File: src/rtl/freq_div_pkg.sv
`default_nettype none
// ============================================================================
// Module      : freq_div_pkg
// Description : Shared helper for the freq_div counter width.
// Revision    : 1.0 - initial release
// ============================================================================
package freq_div_pkg;

    // Smallest counter width able to hold 0 .. n-1 (never below one bit).
    function automatic int unsigned cnt_width(input int unsigned n);
        return (n < 2) ? 1 : $clog2(n);
    endfunction

endpackage : freq_div_pkg
`default_nettype wire

File: src/rtl/freq_div_mod_n_counter.sv
`default_nettype none
// ============================================================================
// Module      : mod_n_counter
// Description : Modulo-N up counter with sync reset, next-value and wrap strobe.
// Revision    : 1.0 - initial release
// ============================================================================
module mod_n_counter
    import freq_div_pkg::*;
#(
    parameter int unsigned N = 5,
    parameter int unsigned W = cnt_width(N)
) (
    input  logic         clk,
    input  logic         rst,
    output logic [W-1:0] cnt_nxt,
    output logic         wrap
);

    localparam logic [W-1:0] C_LAST = W'(N - 1);

    logic [W-1:0] r_cnt;

    always_comb begin
        wrap    = (r_cnt == C_LAST);
        cnt_nxt = wrap ? '0 : r_cnt + 1'b1;
    end

    always_ff @(posedge clk) begin
        if (rst) begin
            r_cnt <= '0;
        end else begin
            r_cnt <= cnt_nxt;
        end
    end

endmodule : mod_n_counter
`default_nettype wire

File: src/rtl/freq_div.sv
`default_nettype none
// ============================================================================
// Module      : freq_div
// Description : Integer clock-rate divider producing div-N and div-2N waveforms.
// Revision    : 1.0 - initial release
// ============================================================================
module freq_div
    import freq_div_pkg::*;
#(
    parameter int unsigned DIV_N = 5,
    parameter int unsigned CNT_W = cnt_width(DIV_N)
) (
    input  logic clk_in,
    input  logic rst,
    output logic div5,
    output logic div10
);

    localparam logic [CNT_W-1:0] C_HALF = CNT_W'(DIV_N / 2);

    logic [CNT_W-1:0] w_cnt_nxt;
    logic             w_wrap;

    mod_n_counter #(
        .N (DIV_N),
        .W (CNT_W)
    ) u_cnt (
        .clk     (clk_in),
        .rst     (rst),
        .cnt_nxt (w_cnt_nxt),
        .wrap    (w_wrap)
    );

    // Compare against the next count so div5 rises on the same edge the counter wraps.
    always_ff @(posedge clk_in) begin
        if (rst) begin
            div5  <= 1'b0;
            div10 <= 1'b0;
        end else begin
            div5 <= (w_cnt_nxt < C_HALF);
            if (w_wrap) begin
                div10 <= ~div10;
            end
        end
    end

endmodule : freq_div
`default_nettype wire

File: config.mk
export PLATFORM = sky130hd
export DESIGN_NAME = freq_div
export DESIGN_NICKNAME = d
export VERILOG_FILES = /design/src/rtl/freq_div_pkg.sv /design/src/rtl/freq_div_mod_n_counter.sv /design/src/rtl/freq_div.sv
export SDC_FILE = /design/constraint.sdc
export NUM_CORES = 1
export LEC_CHECK = 0
export ABC_AREA = 0
export ABC_CLOCK_PERIOD_IN_PS = 1400
export CORE_AREA = 2 2 39 41
export DETAILED_ROUTE_END_ITERATION = 6
export DIE_AREA = 0 0 41 43
export PLACE_DENSITY_LB_ADDON = 0.12
export SETUP_SLACK_MARGIN = 0.5
export SYNTH_ARGS = -nofsm -noshare
export SYNTH_HDL_FRONTEND = slang
export SYNTH_SLANG_ARGS = --single-unit
File: constraint.sdc
create_clock -name clk_in -period 1.4 [get_ports clk_in]
set_input_delay 0.21 -clock clk_in [delete_from_list [all_inputs] [get_ports clk_in]]
set_output_delay 0.21 -clock clk_in [all_outputs]
set_load 0.05 [all_outputs]
==> results.yml <==
outcome:
  status: "completed"
clocking:
  cts_made_buffers: 3
  clk_pin_slew_worst_paths_ps: 40
  cts.sinks: 5
  cts_hold_buffers: 0
  insertion_delay_ps: 240
  cts_tree: "done"
  root_buffer: "clkbuf_4"
  max-clock-path-buffers: 2
  cts_htree_levels: 1
sta:
  fmax_mhz: 897
  slew_headroom: 0.826
  final.setup.worst_slack_ps: 285
  period_minus_slack_ps: 1120
  rsz0062_at_grt: "true"
  fin_worst_skew_ps: 1.67
  tightest_slew_ps: 260
  slew_viol_final: 0
  setup_violations: 0
  tns_ps: 0
  post-route-period-util: 0.797
  hold_viol: 0
critical_path:
  worstPathMaxFanout: 3
  critPathKind: "reg -> reg"
  cp-end-kind: "flop"
  cp.arrival_ps: 1270
  crit_required_ps: 1550
  worstSetupStartpointType: "flop"
route:
  drc_errors: 0
  vias_per_cell: 4.04
  vias: 186
  dr.pass1.iters: 1
  wl_um: 446
  post_drt_wl_per_cell_um: 9.70
  postRouteAntennaNets: 0
  drtIter0Drc: 0
power_and_ir_drop:
  p_seq_frac: 0.365
  netSwitchingPower_w: 0.000128
  p_leak_nw: 0.139
  ir_worst_vdd_mv: 0.419
  p_int_w: 0.000340
  sw_frac_of_total: 0.274
  powerDensity_nw_per_um2: 1260
  comb_power_share: 0.277
  pwr-share-clk: 0.358
die:
  core_um2: 1380
  die-area_um2: 1760
  placementRows: 14
  dieHeight_um: 43
  pin_count: 4
  die_w_um: 41
  start_util: 0.163
logic_synthesis:
  postSynthNetCount: 26
  ys_warn_count: 0
  synth-edff-count: 0
  synthCells: 22
  syn_avg_cell_area_um2: 10.2
  ys_top_cells_by_area: "dfxtp_1, ha_1, and2_1"
  ys_ff_latch: 5
  synth_common_cells: "dfxtp_1, inv_1"
  yosysMostFrequentCell: "dfxtp_1"
  yosysUniqueCellTypes: 12
  synth_top_area_share: 0.444
  synthArstFlopShare: 0
  syn_area_um2: 225
  ys.flop_type: "dfxtp_1"
  yosys.area.top_type: "dfxtp_1"
  ys_seq_area_frac: 0.444
global_routing:
  use_met1: 0.0677
  top_usage_layer: "met2"
  grt-ovfl-total: 0
  grt_use_met3: 0.0785
  track_usage: 0.0794
  grt_pass1_wl_um: 779
  met2_usage: 0.0969
  grt_start_max_net_pins: 8
  grt_pass1_vias: 196
  antenna_found_initial: 0
placed_design:
  hpwlAfterDp_um: 299
  place_area_um2: 314
  io_buffers: 3
  dp_slack_ps: 280
  gp_congestion: 0.607
finish:
  drive_gt1_frac: 0.667
  n_antenna_cell: 0
  area_delta_synth_final_pct: 65.6
  final_area_um2: 373
  finalNetCount: 35
min_path:
  hp-class: "reg -> reg"
run:
  max_cap_violations: 0
[metrics by stage]
| stage | power [W] | hold slack [ps] | util | instances |
|---|---|---|---|---|
| after detailed placement | 0.000276 | 515 | 0.227 | 41 |
| final | 0.000468 | 537 | 0.269 | 46 |
| after global placement | 0.000276 | 511 | 0.227 | 41 |
| after CTS | 0.000474 | 537 | 0.267 | 46 |
| after global routing | 0.000506 | 568 | 0.269 | 46 |
| after floorplan | 0.000234 | 272 | - | 22 |
[cells in the final DEF (no fill, tap or decap)]
master | synthesis | final
a21bo_2 | 1 | 1
a21oi_1 | 2 | 1
a21oi_2 | 1 | 2
a311oi_2 | 0 | 1
and2_1 | 2 | 2
buf_12 | 0 | 2
buf_4 | 0 | 1
clkbuf_1 | 0 | 1
clkbuf_4 | 0 | 3
clkdlybuf4s50_1 | 0 | 1
dfxtp_1 | 5 | 1
dfxtp_2 | 0 | 4
ha_2 | 0 | 1
ha_4 | 0 | 1
inv_1 | 3 | 1
inv_2 | 0 | 2
nand2b_1 | 2 | 1
nand2b_4 | 0 | 1
nand3b_1 | 1 | 1
o21ba_4 | 0 | 1
or3b_1 | 1 | 1
[cell families after synthesis]
logic type | Yosys count | synth area share
flip-flops | 5 | 0.444
AND/OR/NAND/NOR | 6 | 0.183
AO/OA/AOI/OAI | 6 | 0.211
buffers and inverters | 3 | 0.0500
adder cells (fa/ha/maj) | 2 | 0.111
[layer usage]
layer | share of wire | up-vias
met5 | 0 | -
met3 | 0.065 | 0
met2 | 0.51 | 5
met1 | 0.42 | 89
met4 | 0 | 0
li1 | - | 92
[timing repair]
| action | CTS | global route |
|---|---|---|
| endpoints found under the setup margin | 7 | 7 |
| buffers inserted | 1 | 0 |
| pin swaps | 5 | 3 |
| resized for setup | 4 | 1 |
[registers in the layout, summed over array words and instances, names as in the netlist]
signal       count
div5             1
u_cnt.r_cnt      3
div10            1
[path summary, 6_finish.rpt]
| path | from | endpoint | slack (ps) | depth (start not counted) |
|---|---|---|---|---|
| setup / recovery | u_cnt.r_cnt[0] | div5 | 280 | 4 |
| hold / removal | u_cnt.r_cnt[0] | u_cnt.r_cnt[0] | 540 | 2 |
| setup reg to reg | u_cnt.r_cnt[0] | div5 | 280 | 4 |
| hold reg to reg | u_cnt.r_cnt[0] | u_cnt.r_cnt[0] | 540 | 2 |
[critical path, stage by stage, from the launching register on]
cell and delay (ps):
dfxtp_2 330, inv_2 50, ha_4 240, o21ba_4 190, a311oi_2 220
[layout make-up]
class                      instances  area [um2]
multi-input combinational         14         153
inverter                           3        11.3
clock buffer                       4        26.3
timing repair buffer               4        57.6
sequential                         5         105
tap                               16        20.0
fill                             144        1010
[power groups by stage]
stage / combinational, W / clock (W) / sequential (W)
6_report: 0.000130 / 0.000168 / 0.000171
5_1_grt: 0.000140 / 0.000193 / 0.000172
4_1_cts: 0.000126 / 0.000178 / 0.000171
3_5_place_dp: 0.000104 / 0 / 0.000172
3_3_place_gp: 0.000104 / 0 / 0.000171
2_1_floorplan: 0.0000476 / 0 / 0.000187
(Power assumes the default switching activity.)
